$ cat src/rtl/serial_sub_pkg.sv
// Shared definitions for the bit-serial subtractor.
//   WIDTH_DEFAULT : default operand/result width
//   state_t       : control FSM state encoding
package serial_sub_pkg;

  localparam int unsigned WIDTH_DEFAULT = 8;

  typedef enum logic [1:0] {
    IDLE = 2'd0,
    RUN  = 2'd1,
    DONE = 2'd2
  } state_t;

endpackage : serial_sub_pkg

$ cat src/rtl/serial_sub_fullsub.sv
// One-bit full subtractor, gate level, purely combinational.
//   a, b : operand bits (computes a - b - bi)
//   bi   : borrow in
//   d    : difference bit
//   bo   : borrow out
module fullsub (
  input  logic a,
  input  logic b,
  input  logic bi,
  output logic d,
  output logic bo
);

  logic a_x_b;

  assign a_x_b = a ^ b;
  assign d     = a_x_b ^ bi;
  // Borrow when a=0,b=1, or when a==b and a borrow is already pending.
  assign bo    = (~a & b) | (~a_x_b & bi);

endmodule : fullsub

$ cat src/rtl/serial_sub.sv
// Bit-serial subtractor: diff = a - b, one bit per clock, LSB first.
//   clk, reset : clock, synchronous active-high reset
//   start      : begin an operation (accepted only in IDLE)
//   a, b       : minuend / subtrahend, sampled on the accepting edge
//   busy       : high while bits are processed
//   done       : one-cycle pulse when diff/bout/ovf are valid
//   diff       : a - b modulo 2^WIDTH
//   bout       : final borrow (a < b unsigned)
//   ovf        : signed overflow of a - b
module serial_sub
  import serial_sub_pkg::*;
#(
  parameter int unsigned WIDTH = WIDTH_DEFAULT
) (
  input  logic             clk,
  input  logic             reset,
  input  logic             start,
  input  logic [WIDTH-1:0] a,
  input  logic [WIDTH-1:0] b,
  output logic             busy,
  output logic             done,
  output logic [WIDTH-1:0] diff,
  output logic             bout,
  output logic             ovf
);

  localparam int unsigned CNT_W = $clog2(WIDTH);
  localparam logic [CNT_W-1:0] CNT_LAST = CNT_W'(WIDTH - 1);

  state_t           state, state_n;
  logic [WIDTH-1:0] a_sh, a_sh_n;
  logic [WIDTH-1:0] b_sh, b_sh_n;
  logic [CNT_W-1:0] cnt, cnt_n;
  logic             borrow, borrow_n;
  logic             a_msb, a_msb_n;
  logic             b_msb, b_msb_n;
  logic [WIDTH-1:0] diff_n;
  logic             bout_n, ovf_n;
  logic             bit_d, bit_bo;

  // Bit cell operates on the current LSBs of the operand shift registers.
  fullsub u_cell (
    .a  (a_sh[0]),
    .b  (b_sh[0]),
    .bi (borrow),
    .d  (bit_d),
    .bo (bit_bo)
  );

  // Next-state and datapath update.
  always_comb begin
    state_n  = state;
    a_sh_n   = a_sh;
    b_sh_n   = b_sh;
    cnt_n    = cnt;
    borrow_n = borrow;
    a_msb_n  = a_msb;
    b_msb_n  = b_msb;
    diff_n   = diff;
    bout_n   = bout;
    ovf_n    = ovf;
    unique case (state)
      IDLE: begin
        if (start) begin
          a_sh_n   = a;
          b_sh_n   = b;
          a_msb_n  = a[WIDTH-1];
          b_msb_n  = b[WIDTH-1];
          cnt_n    = '0;
          borrow_n = 1'b0;
          state_n  = RUN;
        end
      end
      RUN: begin
        a_sh_n   = a_sh >> 1;
        b_sh_n   = b_sh >> 1;
        diff_n   = {bit_d, diff[WIDTH-1:1]};
        borrow_n = bit_bo;
        if (cnt == CNT_LAST) begin
          // The bit produced now is the result MSB.
          cnt_n   = '0;
          bout_n  = bit_bo;
          ovf_n   = (a_msb != b_msb) & (bit_d != a_msb);
          state_n = DONE;
        end else begin
          cnt_n = cnt + CNT_W'(1);
        end
      end
      DONE:    state_n = IDLE;
      default: state_n = IDLE;
    endcase
  end

  // State and output registers; busy/done track the state being entered.
  always_ff @(posedge clk) begin
    if (reset) begin
      state  <= IDLE;
      a_sh   <= '0;
      b_sh   <= '0;
      cnt    <= '0;
      borrow <= 1'b0;
      a_msb  <= 1'b0;
      b_msb  <= 1'b0;
      diff   <= '0;
      bout   <= 1'b0;
      ovf    <= 1'b0;
      busy   <= 1'b0;
      done   <= 1'b0;
    end else begin
      state  <= state_n;
      a_sh   <= a_sh_n;
      b_sh   <= b_sh_n;
      cnt    <= cnt_n;
      borrow <= borrow_n;
      a_msb  <= a_msb_n;
      b_msb  <= b_msb_n;
      diff   <= diff_n;
      bout   <= bout_n;
      ovf    <= ovf_n;
      busy   <= (state_n == RUN);
      done   <= (state_n == DONE);
    end
  end

endmodule : serial_sub

$ cat config.mk
export PLATFORM = sky130hd
export DESIGN_NAME = serial_sub
export DESIGN_NICKNAME = d
export VERILOG_FILES = /design/src/rtl/serial_sub_pkg.sv /design/src/rtl/serial_sub_fullsub.sv /design/src/rtl/serial_sub.sv
export SDC_FILE = /design/constraint.sdc
export NUM_CORES = 1
export LEC_CHECK = 0
export ABC_AREA = 1
export CORE_ASPECT_RATIO = 1.1
export CORE_MARGIN = 2
export CORE_UTILIZATION = 47
export DETAILED_ROUTE_END_ITERATION = 16
export PLACE_DENSITY = 0.82
export SETUP_SLACK_MARGIN = 0.15
export SYNTH_ARGS = -nofsm -noshare
export SYNTH_HDL_FRONTEND = slang
export SYNTH_HIERARCHICAL = 1
export SYNTH_SLANG_ARGS = --single-unit
$ cat constraint.sdc
create_clock -name clk -period 1.3 [get_ports clk]
set_input_delay 0.26 -clock clk [delete_from_list [all_inputs] [get_ports clk]]
set_output_delay 0.26 -clock clk [all_outputs]
set_load 0.05 [all_outputs]
==> run summary, run 1 <==
The run finished, with violations left. The checks that failed: setup timing. The H-tree was split into 2 levels. Counting flops and latches in the post-synthesis netlist gives 36. The smallest clock period supported by the final layout is computed as 1300 ps.

Counting every sink on the clock net gives 36. The slowest stage of the critical path is the sky130_fd_sc_hd__fa_2 cell. The average footprint of a synthesized cell works out to 7.20 sq um. By instance count, the leading cell after synthesis is sky130_fd_sc_hd__nand2_1. For the post-CTS repair timing setup buffer count, the log shows 0. STA classifies the critical path endpoint as a flip-flop.

At the placement stage, the worst setup path has a slack of -192 ps. The floorplan step set the die height to 68.1 um. The netlist uses 23 different library cells.

Row generation in the floorplan step produced 23 rows. Summed over all nets, the half-perimeter wirelength after detailed placement is 2360 um. TritonCTS built the clock tree. The logs give 83 for the starting DRC count in detailed routing and 1760 sq um for the mapped cell area.

The logs give 5.80 ps for the worst clock skew and 0 for the residual overflow from global routing. The clock passes through at most 2 buffers. The average vias per placed instance came out at 4.81. With fillers left out, the area of the finished cells amounts to 2360 sq um. For the global-route usage over all layers, the log shows 0.188. For the number of diodes, the log shows 0. After filler insertion, the fill cell instance count of the layout stands at 321.

Fraction of registers with async set/reset: 0. In this run the power density over the cells is 1200 nW/um^2. Measured along the x axis, the die boundary spans 62.3 um. The logs give 0.484 for the starting density of the core and 800 sq um for the multi-input combinational cell area. The worst-case headroom to the max-slew limit is 0.841. Among all flip-flop cells after synthesis, the most frequent one is sky130_fd_sc_hd__dfxtp_1. For the pin with the worst max-slew slack, the measured transition is 235 ps.

The full die area was 4240 sq um. The analysis attributes to cell leakage a power of 1.05 nW. Biggest area consumer among synthesized cells: sky130_fd_sc_hd__dfxtp_1. The number of buffer and inverter stages on the critical path is 1.

The tools report the core outline area as 3630 sq um. Total power for the finished layout comes to 0.00284 W. The number of max-slew violations in the final report was 0; the cell area after placement was 2200 sq um. Grouping stages by cell kind, the critical path spends the most delay in adder cells. The logs give -4.14 ps for the final total negative setup slack and 0 for the hold-fix buffer count after cts. The run gives 0.410 as the sequential fraction of the synthesis area.

The synthesized design contains 0 enable-type register cells. The post-route clock period utilization was 1.00. Among the stages of the critical path, the cell type that occurs most often is sky130_fd_sc_hd__nor2_1.

The number of non-filler instances in the completed layout is 328, and the maximum clock frequency is 0.767 GHz. The classification of the worst setup path is reg2reg. Final hold violation count: 0. CTS placed an instance of sky130_fd_sc_hd__clkbuf_8 at the clock tree root. For this run, the slowest stage of the critical path takes 600 ps. The path class of the tightest hold or removal check is reg2reg. Entering global routing, the biggest net connects 35 pins. The final route contains 1577 vias. Dividing the detail-routed wire length by the instance count gives 10.9 um. At the end of routability-driven placement, the weighted congestion stood at 0.841. The count of buffers added on input and output ports is 30. The count of pins on the block boundary was 31; the setup slack of the critical path after layout was -4.14 ps. The critical path startpoint category was a flip-flop. The share of cells above drive strength 1 came out at 0.201. In this run the remaining antenna-violating nets after routing total 0.

The detailed-routing iteration count for the pre-antenna-repair pass came out at 4. Counting instances in the post-synthesis netlist gives the leading cell types as sky130_fd_sc_hd__nand2_1 (41), sky130_fd_sc_hd__dfxtp_1 (36), sky130_fd_sc_hd__inv_1 (35), sky130_fd_sc_hd__nand3_1 (35), sky130_fd_sc_hd__nor2_1 (34). After the last flow step, the layout net total stands at 299.

The run gives 0 as the DRC violation count after routing. Traced cell by cell, the critical path runs through fa_2, inv_2, nand3_2, nand2_1, nor2_1, nor2_1. The run gives 0 as the initial antenna violation count. Setup repair after global routing could not meet its margin everywhere. Maximum fanout along the worst path: 2. The top cell type's share of synthesized area was 0.410.

The number of buffers added by the clock tree synthesis step is 5, and the max-cap violation count is 0. Data arrival at the endpoint of the critical path: 1490 ps. The first global-routing pass estimated 6240 um of wire. The number of placed instances, taps included, is 320.

Summed over all layers, the routed wires come to 3560 um. When the netlist entered floorplanning its net count stood at 266. The run gives 1490 ps as the data required time of the worst path. The logs give 0.972 mV for the largest vdd supply drop and 1 for the final setup violation count. At the later pin of the worst-skew pair, clock insertion delay measures 290 ps.

The number of cells produced by synthesis was 244; the area of all sequential standard cells was 727 sq um. By area the synthesized netlist is led by sky130_fd_sc_hd__dfxtp_1 (41%), sky130_fd_sc_hd__nand3_1 (10%), sky130_fd_sc_hd__nand2_1 (8.8%). The count of synthesis-stage warnings from yosys is 6, and the layout overhead on the synthesized area is 34.3%. The via count of the first global-routing pass is 1520, and the clock transition at the registers of the reported paths is 80 ps.
cell usage in the layout (no fill, tap or decap), types with 3 or more instances in the layout:
cell type                         netlist  routed
sky130_fd_sc_hd__clkbuf_8               0       5
sky130_fd_sc_hd__a21oi_1                8       6
sky130_fd_sc_hd__buf_12                 0      13
sky130_fd_sc_hd__clkinv_1               3       3
sky130_fd_sc_hd__nand3_1               35      34
sky130_fd_sc_hd__buf_4                  1       9
sky130_fd_sc_hd__nand2_1               41      40
sky130_fd_sc_hd__nor3_1                14      13
sky130_fd_sc_hd__dfxtp_1               36      31
sky130_fd_sc_hd__o21ai_0                8       7
sky130_fd_sc_hd__dfxtp_2                0       5
sky130_fd_sc_hd__nor2_1                34      34
sky130_fd_sc_hd__a21oi_2                3       5
sky130_fd_sc_hd__inv_1                 35      31
sky130_fd_sc_hd__inv_2                  1       4
sky130_fd_sc_hd__nand3_2                3       4
sky130_fd_sc_hd__clkdlybuf4s50_1        0      17
per-layer routing:
layer  wire (um)  track usage  share of wire
met1        1670        0.206           0.47
met2        1680        0.329           0.47
met3         150       0.0609          0.042
met4          65        0.106          0.018
met5           0            0              0
worst reg2reg max path, stage by stage (launching register included):
cell and delay, ps:
sky130_fd_sc_hd__dfxtp_1 330, sky130_fd_sc_hd__fa_2 600, sky130_fd_sc_hd__inv_2 50, sky130_fd_sc_hd__nand3_2 50
sky130_fd_sc_hd__nand2_1 50, sky130_fd_sc_hd__nor2_1 80, sky130_fd_sc_hd__nor2_1 50
layout make-up:
class,instances,share of cell area
tap,50,0.0265
sequential,36,0.308
clock buffer,6,0.0308
multi-input combinational,154,0.339
clock inverter,2,0.0149
inverter,40,0.0658
timing repair buffer,40,0.215
logic make-up (layout without fill, tap and decap cells):
| family | count (synthesis) | count (layout) | synth area share |
|---|---|---|---|
| compound gates | 19 | 19 | 0.0605 |
| fa+ha+maj | 3 | 3 | 0.0256 |
| buf+inv | 54 | 88 | 0.159 |
| flops | 36 | 36 | 0.410 |
| simple gates | 132 | 132 | 0.345 |
power breakdown:
part / total (W) / internal (W) / switching (W)
clock network: 0.000974 / 0.000569 / 0.000405
registers: 0.00124 / 0.00119 / 0.0000573
logic: 0.000622 / 0.000287 / 0.000335
registers in the layout, summed over array words and instances, names as in the netlist:
signal	cells
state	2
done	1
diff	8
ovf	1
a_sh	8
busy	1
bout	1
b_sh	8
a_msb	1
borrow	1
cnt	3
b_msb	1
timing repair:
| action | 4_1_cts | 5_1_grt |
|---|---|---|
| hold endpoints to repair | 0 | 0 |
| setup endpoints to repair | 19 | 32 |
| resized for setup | 8 | 11 |
| pin swaps | 2 | 1 |
worst paths after layout:
| check | startpoint | to | slack (ps) | cells past startpoint |
|---|---|---|---|---|
| hold / removal | a_sh[7] | a_sh[7] | 480 | 2 |
| hold reg to reg | a_sh[7] | a_sh[7] | 480 | 2 |
| setup / recovery | a_sh[0] | ovf | -4 | 6 |
| setup reg to reg | a_sh[0] | ovf | -4 | 6 |
per-stage QoR:
step | utilization | hold slack [ps]
finish | 0.650 | 478
global route | 0.650 | 501
CTS | 0.642 | 481
detailed placement | 0.607 | 472
global placement | 0.607 | 470
floorplan | - | 329
(Power assumes the default switching activity.)
==> run 2: changes to the inputs <==
Settings changed: CORE_UTILIZATION 47 to 52, PLACE_DENSITY 0.82 to 0.86.
Clock period 1.3 ns to 1.2 ns, I/O delays scaled along.
==> run summary, run 2 (synthesis gave the netlist of run 1 again) <==
The clock transition at the registers of the reported paths was 130 ps (+50 ps); the sum of net half-perimeters after detailed placement was 2530 um (+6.9%). The root buffer cell chosen for the clock tree is sky130_fd_sc_hd__clkbuf_4. The logs give 0 (unchanged) for the final hold violation count and 311 (-2.8%) for the total instance count after detailed placement. The core outline area is 3280 sq um (-9.7%).

Utilization after layout: 0.900 (+0.249). Tracing the worst setup path back leads to its startpoint at a_sh[0]. The origin of the worst min-delay path was start. Worst-case headroom to the max-slew limit: 0.818 (-0.0232). The total wirelength of the detailed-routed design is 6470 um (+82%). The tools report the DRC violation count after routing as 0 (unchanged).

For the later-pin clock latency in the skew report, the log shows 380 ps (+90 ps). The average vias per placed instance is 5.74 (+19%). The maximum number of pins on one net before global-route repair was 28 (-20%). The tools report the data arrival at the endpoint of the critical path as 1710 ps (+220 ps). Post-route clock period utilization: 1.21 (+0.204). For the full die area, the log shows 3860 sq um (-9.0%). The tools report the number of levels the H-tree was split into as 2 (unchanged). From synthesis to final layout, the design area changed by 67.7%.

The tools report the data required time of the worst path as 1460 ps (-30 ps). The wire length of the first global-routing pass was 6440 um (+3.3%); the leakage power was 1.28 nW (+22%). The tools report the starting DRC count in detailed routing as 149 (+80%). The tools report the weighted congestion reported at the end of routability-driven placement as 0.852 (+1.4%).

The minimum clock period is 1450 ps (+144 ps), and the setup slack of the critical path after layout is -248 ps (-244 ps). The number of rows in the core area was 22 (-4.3%); the power density over cell area was 1080 nW/um^2 (-10%). The die extent in x was 59.4 um (-4.6%); the actual transition at the worst max-transition pin was 272 ps (+36.8 ps). The tools report the smallest hold slack as 424 ps (-53.8 ps). The top cell types in the final layout, fill and taps aside, are sky130_fd_sc_hd__nand2_1 (35), sky130_fd_sc_hd__inv_1 (30), sky130_fd_sc_hd__nor2_1 (29).

Setup repair after global routing could not meet its margin everywhere. The number of nets in the layout is 319 (+6.7%), and the clock sink count is 36 (unchanged). For the residual antenna-violating net count after detailed routing, the log shows 0 (unchanged). The logs give 16.4 ps (+10.6 ps) for the worst clock skew and 0 (unchanged) for the residual overflow from global routing. The startpoint identified for the worst register-to-register timing path is a_sh[0]. The chip height was 65.0 um (-4.6%).

The count of filler cells inserted in the layout was 128 (-60%); the hold-fix buffer count after cts was 0 (unchanged). The number of buffers on the longest clock path was 2 (unchanged). For the number of non-filler instances in the completed layout, the log shows 333 (+1.5%). The worst setup path is launched from a flip-flop. Detailed-routing iteration count for the pre-antenna-repair pass: 4 (unchanged).

The via count of the first global-routing pass was 1466 (-3.6%); the largest vdd supply drop was 1.01 mV (+3.6%). The count of pins on the block boundary was 31 (unchanged); the maximum clock frequency was 0.690 GHz (-10%). The number of buffers inserted by port buffering came out at 30 (unchanged). The final setup violation count was 2 (+1). The tools report the starting density of the core as 0.536 (+0.0518). The average detailed-routed wire length per instance is 19.4 um (+79%). The final reports fail on setup timing. The number of buffers added by the clock tree synthesis step came out at 5 (unchanged). The critical path is of the reg2reg type. The tools report the setup slack at placement as -211 ps (-19.4 ps). The run finished, with violations left.

The number of diodes came out at 0 (unchanged). The type of element capturing the critical path is a flip-flop. The share of cells above drive strength 1 works out to 0.441 (+0.240). The library cell used most frequently in the layout, excluding fill and tap cells, is sky130_fd_sc_hd__nand2_1. The global-route usage over all layers was 0.222 (+0.0342); the maximum fanout along the worst path was 2 (unchanged). Initial antenna violation count: 0 (unchanged). Max-cap violation count: 0 (unchanged). For the number of max-slew violations in the final report, the log shows 0 (unchanged). In the final layout, the registers with the most flip-flops are a_sh (8), b_sh (8), diff (8).

TritonCTS built the clock tree. The min-delay analysis places its worst path in the category in2reg. The tools report the total number of vias as 1910 (+21%).
==> run 2: power breakdown <==
group	internal (W)	switching (W)
combinational	0.000484	0.000559
sequential	0.00129	0.0000700
clock	0.000332	0.000451
total	0.00210	0.00108
==> run 2: final timing paths <==
| kind | endpoint | slack [ps] | cells past startpoint |
|---|---|---|---|
| max | ovf | -250 | 6 |
| min reg2reg | a_msb | 520 | 2 |
| max reg2reg | ovf | -250 | 6 |
| min | a_sh[7] | 420 | 5 |
==> run 2: final cells by class <==
cell class              count  area, sq um  area share
clock buffers               7         65.1      0.0221
inverters                  40          163      0.0552
multi-input cells         154         1090       0.369
flip-flops and latches     36          756       0.256
well taps                  36         45.0      0.0153
repair buffers             60          831       0.282
==> run 2: critical path, cell delays in order (launching register included) <==
cell                      delay [ps]
sky130_fd_sc_hd__dfxtp_2         360
sky130_fd_sc_hd__fa_2            610
sky130_fd_sc_hd__inv_2            60
sky130_fd_sc_hd__nand3_2          70
sky130_fd_sc_hd__nand2_1          50
sky130_fd_sc_hd__nor2_1          120
sky130_fd_sc_hd__nor2_1           60
==> run 2: layer usage <==
layer / track usage / wire length, um / share of wire / up-vias
met2: 0.364 / 3320 / 0.51 / 106
met5: 0 / 0 / 0 / -
li1: - / - / - / 869
met3: 0.0439 / 374 / 0.058 / 34
met4: 0.0994 / 361 / 0.056 / 0
met1: 0.275 / 2410 / 0.37 / 901
==> run 2: repair_timing <==
action | in CTS | in global routing
gates resized for setup | 28 | 87
setup buffers | 3 | 9
cloned | 0 | 3
setup endpoints to repair | 45 | 46
pin swaps | 2 | 45
==> run 2: through the flow <==
step | TNS [ps] | total power (W) | area, sq um
after floorplan | -29.6 | 0.00180 | 1820
after CTS | -250 | 0.00285 | 2480
after detailed placement | -4450 | 0.00207 | 2310
after global placement | -3580 | 0.00205 | 2310
final | -404 | 0.00318 | 2950
after global routing | -448 | 0.00328 | 2950
